File: src/rtl/cnn_pkg.sv
// Shared CNN layer types and constants: element type, feature-map dimensions,
// layer start/done FSM states and small helpers used by the pooling engine.
package cnn_pkg;

   localparam int DATA_W       = 32;
   localparam int CONV_OUT_DIM = 6;
   localparam int POOL_SIZE    = 2;
   localparam int POOL_OUT_DIM = CONV_OUT_DIM / POOL_SIZE;

   typedef logic signed [DATA_W-1:0] data_t;

   typedef enum logic [1:0] {
      IDLE = 2'd0,
      SCAN = 2'd1,
      DONE = 2'd2
   } layer_state_e;

   // Counter/index width that stays at least one bit for degenerate sizes.
   function automatic int cnt_w(input int n);
      return (n > 1) ? $clog2(n) : 1;
   endfunction

endpackage

File: src/rtl/pool_window_addr_gen.sv
// Walks the pooling windows row-major (orow, ocol) and each window's elements
// row-major (wr, wc); produces the input/output indices and window markers.
module pool_window_addr_gen
   import cnn_pkg::*;
#(
   parameter int IN_DIM    = CONV_OUT_DIM,
   parameter int POOL      = POOL_SIZE,
   parameter int OUT_DIM   = IN_DIM / POOL,
   parameter int IN_IDX_W  = cnt_w(IN_DIM * IN_DIM),
   parameter int OUT_IDX_W = cnt_w(OUT_DIM * OUT_DIM)
) (
   input  logic                 clk,
   input  logic                 rst,
   input  logic                 clear,
   input  logic                 advance,
   output logic [IN_IDX_W-1:0]  in_idx,
   output logic [OUT_IDX_W-1:0] out_idx,
   output logic                 first_elem,
   output logic                 last_elem,
   output logic                 last_window
);

   localparam int WIN_W = cnt_w(POOL);
   localparam int POS_W = cnt_w(OUT_DIM);
   localparam logic [WIN_W-1:0] WIN_LAST = WIN_W'(POOL - 1);
   localparam logic [POS_W-1:0] POS_LAST = POS_W'(OUT_DIM - 1);

   logic [POS_W-1:0] orow_reg, orow_next;
   logic [POS_W-1:0] ocol_reg, ocol_next;
   logic [WIN_W-1:0] wr_reg, wr_next;
   logic [WIN_W-1:0] wc_reg, wc_next;

   always_ff @(posedge clk) begin
      if (!rst) begin
         orow_reg <= '0;
         ocol_reg <= '0;
         wr_reg   <= '0;
         wc_reg   <= '0;
      end else begin
         orow_reg <= orow_next;
         ocol_reg <= ocol_next;
         wr_reg   <= wr_next;
         wc_reg   <= wc_next;
      end
   end

   // Nested odometer: wc fastest, then wr, ocol, orow; wraps to zero at the end.
   always_comb begin
      orow_next = orow_reg;
      ocol_next = ocol_reg;
      wr_next   = wr_reg;
      wc_next   = wc_reg;
      if (clear) begin
         orow_next = '0;
         ocol_next = '0;
         wr_next   = '0;
         wc_next   = '0;
      end else if (advance) begin
         if (wc_reg != WIN_LAST) begin
            wc_next = wc_reg + 1'b1;
         end else begin
            wc_next = '0;
            if (wr_reg != WIN_LAST) begin
               wr_next = wr_reg + 1'b1;
            end else begin
               wr_next = '0;
               if (ocol_reg != POS_LAST) begin
                  ocol_next = ocol_reg + 1'b1;
               end else begin
                  ocol_next = '0;
                  orow_next = (orow_reg == POS_LAST) ? '0 : orow_reg + 1'b1;
               end
            end
         end
      end
   end

   assign in_idx = IN_IDX_W'((int'(orow_reg) * POOL + int'(wr_reg)) * IN_DIM
                             + int'(ocol_reg) * POOL + int'(wc_reg));
   assign out_idx     = OUT_IDX_W'(int'(orow_reg) * OUT_DIM + int'(ocol_reg));
   assign first_elem  = (wr_reg == '0) && (wc_reg == '0);
   assign last_elem   = (wr_reg == WIN_LAST) && (wc_reg == WIN_LAST);
   assign last_window = (orow_reg == POS_LAST) && (ocol_reg == POS_LAST);

endmodule

File: src/rtl/maxpool_seq_engine.sv
// Sequential POOLxPOOL max-pool layer: one input element per cycle, start/done
// handshake. Define MAXPOOL_RELU_EN to clamp each pooled value at zero (fused ReLU).
module maxpool_seq_engine #(
   parameter int DATA_W = cnn_pkg::DATA_W,
   parameter int IN_DIM = cnn_pkg::CONV_OUT_DIM,
   parameter int POOL   = cnn_pkg::POOL_SIZE
) (
   input  logic                     clk,
   input  logic                     rst,
   input  logic                     start,
   input  logic signed [DATA_W-1:0] input_fm  [IN_DIM*IN_DIM],
   output logic signed [DATA_W-1:0] output_fm [(IN_DIM/POOL)*(IN_DIM/POOL)],
   output logic                     busy,
   output logic                     done
);

   import cnn_pkg::*;

   localparam int OUT_DIM   = IN_DIM / POOL;
   localparam int OUT_N     = OUT_DIM * OUT_DIM;
   localparam int IN_IDX_W  = cnt_w(IN_DIM * IN_DIM);
   localparam int OUT_IDX_W = cnt_w(OUT_N);

   generate
      if (IN_DIM % POOL != 0) begin : g_bad_dim
         $error("maxpool_seq_engine: IN_DIM must be a multiple of POOL");
      end
   endgenerate

   layer_state_e state_reg, state_next;

   logic signed [DATA_W-1:0] max_reg, max_next;
   logic signed [DATA_W-1:0] cur_elem, win_max, wr_val;
   logic                     busy_reg, done_reg;
   logic                     clear_cnt, advance_cnt, wr_en;
   logic [IN_IDX_W-1:0]      in_idx;
   logic [OUT_IDX_W-1:0]     out_idx;
   logic                     first_elem, last_elem, last_window;

   pool_window_addr_gen #(
      .IN_DIM   (IN_DIM),
      .POOL     (POOL),
      .OUT_DIM  (OUT_DIM),
      .IN_IDX_W (IN_IDX_W),
      .OUT_IDX_W(OUT_IDX_W)
   ) u_addr_gen (
      .clk        (clk),
      .rst        (rst),
      .clear      (clear_cnt),
      .advance    (advance_cnt),
      .in_idx     (in_idx),
      .out_idx    (out_idx),
      .first_elem (first_elem),
      .last_elem  (last_elem),
      .last_window(last_window)
   );

   always_comb begin
      state_next  = state_reg;
      clear_cnt   = 1'b0;
      advance_cnt = 1'b0;
      wr_en       = 1'b0;
      case (state_reg)
         IDLE: begin
            if (start) begin
               state_next = SCAN;
               clear_cnt  = 1'b1;
            end
         end
         SCAN: begin
            advance_cnt = 1'b1;
            wr_en       = last_elem;
            if (last_elem && last_window) begin
               state_next = DONE;
            end
         end
         DONE:    state_next = IDLE;
         default: state_next = IDLE;
      endcase
   end

   // The first element of a window seeds the running max, so no sentinel minimum is needed.
   assign cur_elem = input_fm[in_idx];
   assign win_max  = (first_elem || (cur_elem > max_reg)) ? cur_elem : max_reg;
   assign max_next = (state_reg == SCAN) ? win_max : max_reg;

`ifdef MAXPOOL_RELU_EN
   assign wr_val = win_max[DATA_W-1] ? '0 : win_max;
`else
   assign wr_val = win_max;
`endif

   always_ff @(posedge clk) begin
      if (!rst) begin
         state_reg <= IDLE;
         max_reg   <= '0;
         busy_reg  <= 1'b0;
         done_reg  <= 1'b0;
      end else begin
         state_reg <= state_next;
         max_reg   <= max_next;
         busy_reg  <= (state_next != IDLE);
         done_reg  <= (state_next == DONE);
      end
   end

   // Entries are not cleared at start: each holds its value until its window is rewritten.
   genvar gi;
   generate
      for (gi = 0; gi < OUT_N; gi++) begin : g_out
         logic signed [DATA_W-1:0] fm_reg;
         always_ff @(posedge clk) begin
            if (!rst) begin
               fm_reg <= '0;
            end else if (wr_en && (out_idx == OUT_IDX_W'(gi))) begin
               fm_reg <= wr_val;
            end
         end
         assign output_fm[gi] = fm_reg;
      end
   endgenerate

   assign busy = busy_reg;
   assign done = done_reg;

endmodule

File: config.mk
export PLATFORM = sky130hd
export DESIGN_NAME = maxpool_seq_engine
export DESIGN_NICKNAME = d
export VERILOG_FILES = /design/src/rtl/cnn_pkg.sv /design/src/rtl/pool_window_addr_gen.sv /design/src/rtl/maxpool_seq_engine.sv
export SDC_FILE = /design/constraint.sdc
export NUM_CORES = 1
export LEC_CHECK = 0
export ABC_AREA = 1
export CAP_MARGIN = 10
export CORE_AREA = 2 2 557 559
export CTS_CLUSTER_SIZE = 12
export DETAILED_ROUTE_END_ITERATION = 10
export DIE_AREA = 0 0 559 561
export GPL_ROUTABILITY_DRIVEN = 0
export HOLD_SLACK_MARGIN = 0.08
export PLACE_DENSITY = 0.35
export REMOVE_ABC_BUFFERS = 1
export SYNTH_ARGS = -nofsm -noshare
export SYNTH_HDL_FRONTEND = slang
export SYNTH_SLANG_ARGS = --single-unit
File: constraint.sdc
create_clock -name clk -period 4.46 [get_ports clk]
set_input_delay 0.892 -clock clk [delete_from_list [all_inputs] [get_ports clk]]
set_output_delay 0.892 -clock clk [all_outputs]
set_load 0.02 [all_outputs]
# After elaboration in Yosys (flattened, before gate mapping)
# Index checks and enable logic that the tools add are counted.
word_totals:
  register_bits: 330
  out_inout_bits: 290
classes:
  n_addsub: 8
  n_mul: 2
  magnitude_cmp: 2
  eq_ne: 13
  n_mux: 15
  bitwise_logic: 5
  n_reduce_logical: 21
ops:
  columns: ["operator", "n"]
  rows:
  - ["$bmux W32 S6", 1]
  - ["$mux W32", 3]
  - ["$gt A32 B32 Y1", 1]
  - ["$mul A32 B3 Y5 const B", 1]
  - ["$eq A4 B3 Y1 const B", 4]
  - ["$logic_and A1 B1 Y1", 13]
  - ["$eq A4 B2 Y1 const B", 2]
  - ["$mux W2", 4]
  - ["$ge A7 B7 Y1 const B", 1]
  - ["$not A6 Y7", 1]
  - ["$add A6 B2 Y6", 1]
  - ["$add A6 B4 Y6", 1]
  - ["$eq A2 B2 Y1 const B", 3]
  - ["$mux W1", 6]
  - ["$add A2 B1 Y2 const B", 2]
  - ["$add A3 B1 Y4", 1]
  - ["$add A4 B3 Y4", 1]
  - ["$eq A4 B1 Y1 const B", 1]
  - ["$eq A4 B4 Y1 const B", 1]
  - ["$logic_not A4 Y1", 1]
  - ["$mul A2 B2 Y4 const B", 1]
  - ["$not A1 Y1", 4]
  - ["$pmux W2 S2", 1]
  - ["$reduce_and A4 Y1", 1]
  - ["9 further kinds", 10]

# Depth between registers and ports, before layout
depth:
  depth_word: 11
  ltp_mapped: 32
  depth_no_buf: 30

# Hierarchy
# From an unflattened synthesis, not the netlist that was laid out.
hier_totals:
  cells_unflattened: 4546
  hier_area_um2: 26415.3
modules_own_cells:
  columns: ["module", "instances", "cells_per_inst", "area_per_inst_um2", "seq_area_each_um2"]
  rows:
  - ["maxpool_seq_engine", 1, 4466, 25824.8, 6486.2]
  - ["pool_window_addr_gen", 1, 80, 590.6, 120.1]

# Least setup slack after synthesis
# Ideal clock, no wire load.
synth_path:
  kind: "register to register"
  startpoint: "reg u_addr_gen.orow_reg[0]"
  endpoint: "reg max_reg[21]"
  setup_time_ps: 109
  t_arrival_ps: 3873
  t_required_ps: 4351
  setup_slack_ps: 478
  stages_incl_launch_ff: 24
  n_path_buf: 2
  synth_period_minus_slack_ps: 3982
  cell_sequence: "dfxtp_1 -> inv_1 -> ha_1 -> ha_1 -> ha_1 -> nand3_1 -> xnor2_1 -> clkbuf_1 -> nand3_1 -> nand2_1 -> inv_2 -> ha_1 -> nand2_1 -> nor2_1 -> nand4_1 -> nor2_1 -> nand2_1 -> nand4_1 -> nand3_2 -> buf_6 -> nand3_1 -> nand3_1 -> nand2_1 -> inv_1"
synth_via:
  elab_chain_cells: 11
synth_rtl:
  columns: ["item", "line", "rtl"]
  rows:
  - ["start: declaration", "pool_window_addr_gen.sv:28", "logic [POS_W-1:0] orow_reg, orow_next;"]
  - ["start signal: assignment", "pool_window_addr_gen.sv:40", "orow_reg <= orow_next;"]
  - ["$add A3 B1 Y4 (*)", "pool_window_addr_gen.sv:78", "assign in_idx = IN_IDX_W'((int'(orow_reg) * POOL + int'(wr_reg)) * IN_DIM"]
  - ["$mul A32 B3 Y5 (*)", "pool_window_addr_gen.sv:78", null]
  - ["$add A6 B4 Y6 (*)", "pool_window_addr_gen.sv:79", "+ int'(ocol_reg) * POOL + int'(wc_reg));"]
  - ["$add A6 B2 Y6 (*)", "pool_window_addr_gen.sv:79", null]
  - ["$not A6 Y7 (implied by the code) (*)", "maxpool_seq_engine.sv:83", "assign cur_elem = input_fm[in_idx];"]
  - ["$bmux W32 S6 (*)", "maxpool_seq_engine.sv:83", null]
  - ["$mux W32 (implied by the code) (*) (2 in a row)", "maxpool_seq_engine.sv:83", null]
  - ["$gt A32 B32 Y1", "maxpool_seq_engine.sv:84", "assign win_max = (first_elem || (cur_elem > max_reg)) ? cur_elem : max_reg;"]
  - ["$logic_or A1 B1 Y1", "maxpool_seq_engine.sv:84", null]
  - ["$mux W32 (*)", "maxpool_seq_engine.sv:84", null]
  - ["end signal: assignment", "maxpool_seq_engine.sv:101", "max_reg <= max_next;"]
  - ["end: declaration", "maxpool_seq_engine.sv:32", "logic signed [DATA_W-1:0] max_reg, max_next;"]
# Every way passes the cells marked *; elsewhere a longest branch is shown, timed or not. The select of a mux whose other input is x is not followed.
# A chain may end at the register's enable or synchronous reset.

# Worst setup path in the final report
layout_path:
  startpoint: "reg u_addr_gen.wr_reg"
  endpoint: "reg g_out[0].fm_reg[10]"
layout_via:
  elab_chain_cells: 11
  elab_cells_between_ends: 16
layout_rtl:
  columns: ["item", "line", "rtl"]
  rows:
  - ["start: declaration", "pool_window_addr_gen.sv:30", "logic [WIN_W-1:0] wr_reg, wr_next;"]
  - ["start signal: assignment", "pool_window_addr_gen.sv:42", "wr_reg <= wr_next;"]
  - ["$add A3 B1 Y4", "pool_window_addr_gen.sv:78", null]
  - ["$mul A32 B3 Y5", "pool_window_addr_gen.sv:78", null]
  - ["$add A6 B4 Y6", "pool_window_addr_gen.sv:79", null]
  - ["$add A6 B2 Y6", "pool_window_addr_gen.sv:79", null]
  - ["$not A6 Y7 (implied by the code)", "maxpool_seq_engine.sv:83", null]
  - ["$bmux W32 S6", "maxpool_seq_engine.sv:83", null]
  - ["$mux W32 (implied by the code) (2 in a row)", "maxpool_seq_engine.sv:83", null]
  - ["$gt A32 B32 Y1", "maxpool_seq_engine.sv:84", null]
  - ["$logic_or A1 B1 Y1", "maxpool_seq_engine.sv:84", null]
  - ["$mux W32", "maxpool_seq_engine.sv:84", null]
  - ["end signal: assignment", "maxpool_seq_engine.sv:116", "fm_reg <= wr_val;"]
  - ["end: declaration", "maxpool_seq_engine.sv:111", "logic signed [DATA_W-1:0] fm_reg;"]
# Parallel ways exist; a longest one is shown, timed or not. The select of a mux whose other input is x is not followed.

==> impl_metrics.tcl <==
set metrics [dict create \
    status "finished with violations" \
    violations "setup timing" \
    clk_path_buf_depth 3 \
    min_period_over_period 1.14 \
    timing.fmax_ghz 0.196 \
    ys_top_cells_by_area "dfxtp_1 (25%), nand3_1 (16%), nand2_1 (15%), nor2_1 (10%), inv_1 (5.4%)" \
    finalWirelength_um 274000 \
    cp-end-kind "flop" \
    die_x_um 559 \
    min_period_ns 5.09 \
    ys_types 37 \
    required_ns 4.95 \
    synthFlopType "dfxtp_1" \
    cts-buffers-inserted 41 \
    grt_max_degree 131 \
    ys_ff_latch 330 \
    netlist_area_mm2 0.0264 \
    fp-row-count 204 \
    largest_reg_flops 288 \
    syn_to_final_growth_pct 102 \
    placed_area_mm2 0.0496 \
    syn_avg_cell_area_um2 5.79 \
    rsz0062_at_grt "true" \
    setup_violations 320 \
    postSynthCellCount 4561 \
    drive_gt1_frac 0.136 \
    start_util 0.0858 \
    grtUsageTotal 0.167 \
    async_flop_share 0 \
    yosysTopAreaCell "dfxtp_1" \
    cts.reportedPaths.clkPinSlew_ns 0.07 \
    cp-start-kind "flop" \
    num_vias 38600 \
    initialDrtViolationCount 2533 \
    grt_pass1_wl_um 359000 \
    htreeDepth 2 \
    io_buffer_count 1444 \
    drcViolationCount 0 \
    yosys.area.top_type_share 0.250 \
    max_slew_margin 0.259 \
    final_max_slew_viol_count 0 \
    drv_cap 0 \
    yosysSeqAreaShare 0.250 \
    fin_skew_ns 0.0523 \
    hp-class "flop to flop" \
    fin_tns_setup_ns -172.97 \
    ir_drop_mv 0.224 \
    first_pass_iters 8 \
    fin_area_mm2 0.0532 \
    cpMaxStageDelayCell "fa_4" \
    yosysWarnings 0 \
    worst_slack_ns -0.632 \
    crit_arrival_ns 5.58 \
    leakagePower_nw 21.7 \
    grt_pass1_vias 38700 \
    io_pins 1445 \
    die_area_mm2 0.314 \
    synth_most_common_cell "nand2_1" \
    hpwl_um 228000 \
    die_h_um 561 \
    grt-ovfl-total 0 \
    cts_root_buf "clkbuf_16" \
    clk_latency_ns 0.63 \
    cts_tree "done" \
    critPathMaxFanout 10 \
    viasPerCell 3.71 \
    timing.final.hold_violations 0 \
    wire_per_inst_um 26.3 \
    ant_nets 0 \
    max_stage_delay_ns 0.85 \
    crit_top_cell "nand3_1" \
    tightest_slew_ns 1.10 \
    grt_antenna_before_repair 141 \
    synth_edf_count 0 \
    p_per_area_mw_per_mm2 195 \
    criticalPathCategory "flop to flop" \
    nNetsFinal 7428 \
    core_area_mm2 0.308 \
    utilization 0.173 \
    cts.sinks 330 \
    synth_common_cells "nand2_1 (1058), nand3_1 (863), nor2_1 (716), inv_1 (383), dfxtp_1 (330)" \
]
[kinds of logic after synthesis]
kind of cell,Yosys count,share of synthesized area
flops,330,0.250
buf+inv,758,0.122
xor+xnor,3,0.00128
compound gates,704,0.163
fa+ha+maj,46,0.0227
simple gates,2720,0.440
[per-layer routing]
| layer | GRT usage | wire length [µm] | up-vias |
|---|---|---|---|
| met4 | 0.0474 | 8360 | 16 |
| li1 | - | - | 18300 |
| met3 | 0.0379 | 18100 | 346 |
| met1 | 0.199 | 112000 | 18400 |
| met5 | 0 | 92 | - |
| met2 | 0.298 | 135000 | 1597 |
[cells in the final DEF, fill, tap and decap left out, types with 44 or more instances in the layout]
| cell type | netlist | routed |
|---|---|---|
| clkdlybuf4s50_1 | 0 | 1443 |
| nand2_1 | 1058 | 1025 |
| nand3_1 | 863 | 817 |
| nor2_1 | 716 | 705 |
| inv_1 | 383 | 381 |
| buf_4 | 13 | 338 |
| dfxtp_1 | 330 | 327 |
| o21ai_0 | 222 | 212 |
| buf_12 | 0 | 130 |
| o21a_1 | 129 | 129 |
| a21oi_1 | 113 | 96 |
| o211ai_1 | 91 | 91 |
| o21ai_1 | 85 | 84 |
| nand3_2 | 21 | 59 |
| diode_2 | 0 | 44 |
[area by class of cell]
cell class,count,area (µm²)
timing repair buffer,1962,20400
multi-input combinational,3477,17900
sequential,330,6620
clock inverter,18,224
inverter,415,1610
tap,4120,5150
fill,35200,254000
clock buffer,54,1150
antenna,44,110
[metrics by stage]
step | hold WS [ns] | cells | worst slack (ns) | power, mW
2_1_floorplan | 0.521 | 4218 | -17.75 | 4.23
3_3_place_gp | 0.531 | 10300 | -1.30 | 6.57
3_5_place_dp | 0.538 | 10300 | -1.32 | 6.56
4_1_cts | 0.553 | 10400 | -0.718 | 10.6
5_1_grt | 0.583 | 10400 | -0.891 | 11.0
6_report | 0.551 | 10400 | -0.632 | 10.4
[where the power goes]
group / total, mW / switching (mW) / internal [mW] / leakage [nW]
clock: 3.60 / 1.58 / 2.02 / 0.685
sequential: 3.00 / 0.0239 / 2.98 / 2.67
combinational: 3.79 / 1.91 / 1.89 / 18.3
[final timing paths]
| kind | to | cells past startpoint | startpoint | slack (ns) |
|---|---|---|---|---|
| worst max register to register | g_out[0].fm_reg[10] | 32 | u_addr_gen.wr_reg | -0.63 |
| worst min register to register | g_out[0].fm_reg[25] | 3 | g_out[0].fm_reg[25] | 0.55 |
| worst max-delay path | g_out[0].fm_reg[10] | 32 | u_addr_gen.wr_reg | -0.63 |
| worst min-delay path | g_out[0].fm_reg[25] | 3 | g_out[0].fm_reg[25] | 0.55 |
[critical path: cells and delay by family, from the launching register on]
family	cells	cell delay [ns]
buffers and inverters	12	1.51
and+or+nand+nor	14	1.37
adders and majority gates	3	1.27
DFF	1	0.36
AOI/OAI and AO/OA	3	0.36
[timing repair]
| item | 4_1_cts | 5_1_grt |
|---|---|---|
| pin swaps | 60 | 24 |
| cloned | 11 | 2 |
| gates resized for setup | 285 | 26 |
| hold endpoints to repair | 0 | 0 |
| setup buffers | 27 | 2 |
| hold buffers | 0 | 0 |
| endpoints found under the setup margin | 320 | 320 |
Power figures use the tool's default switching activity.
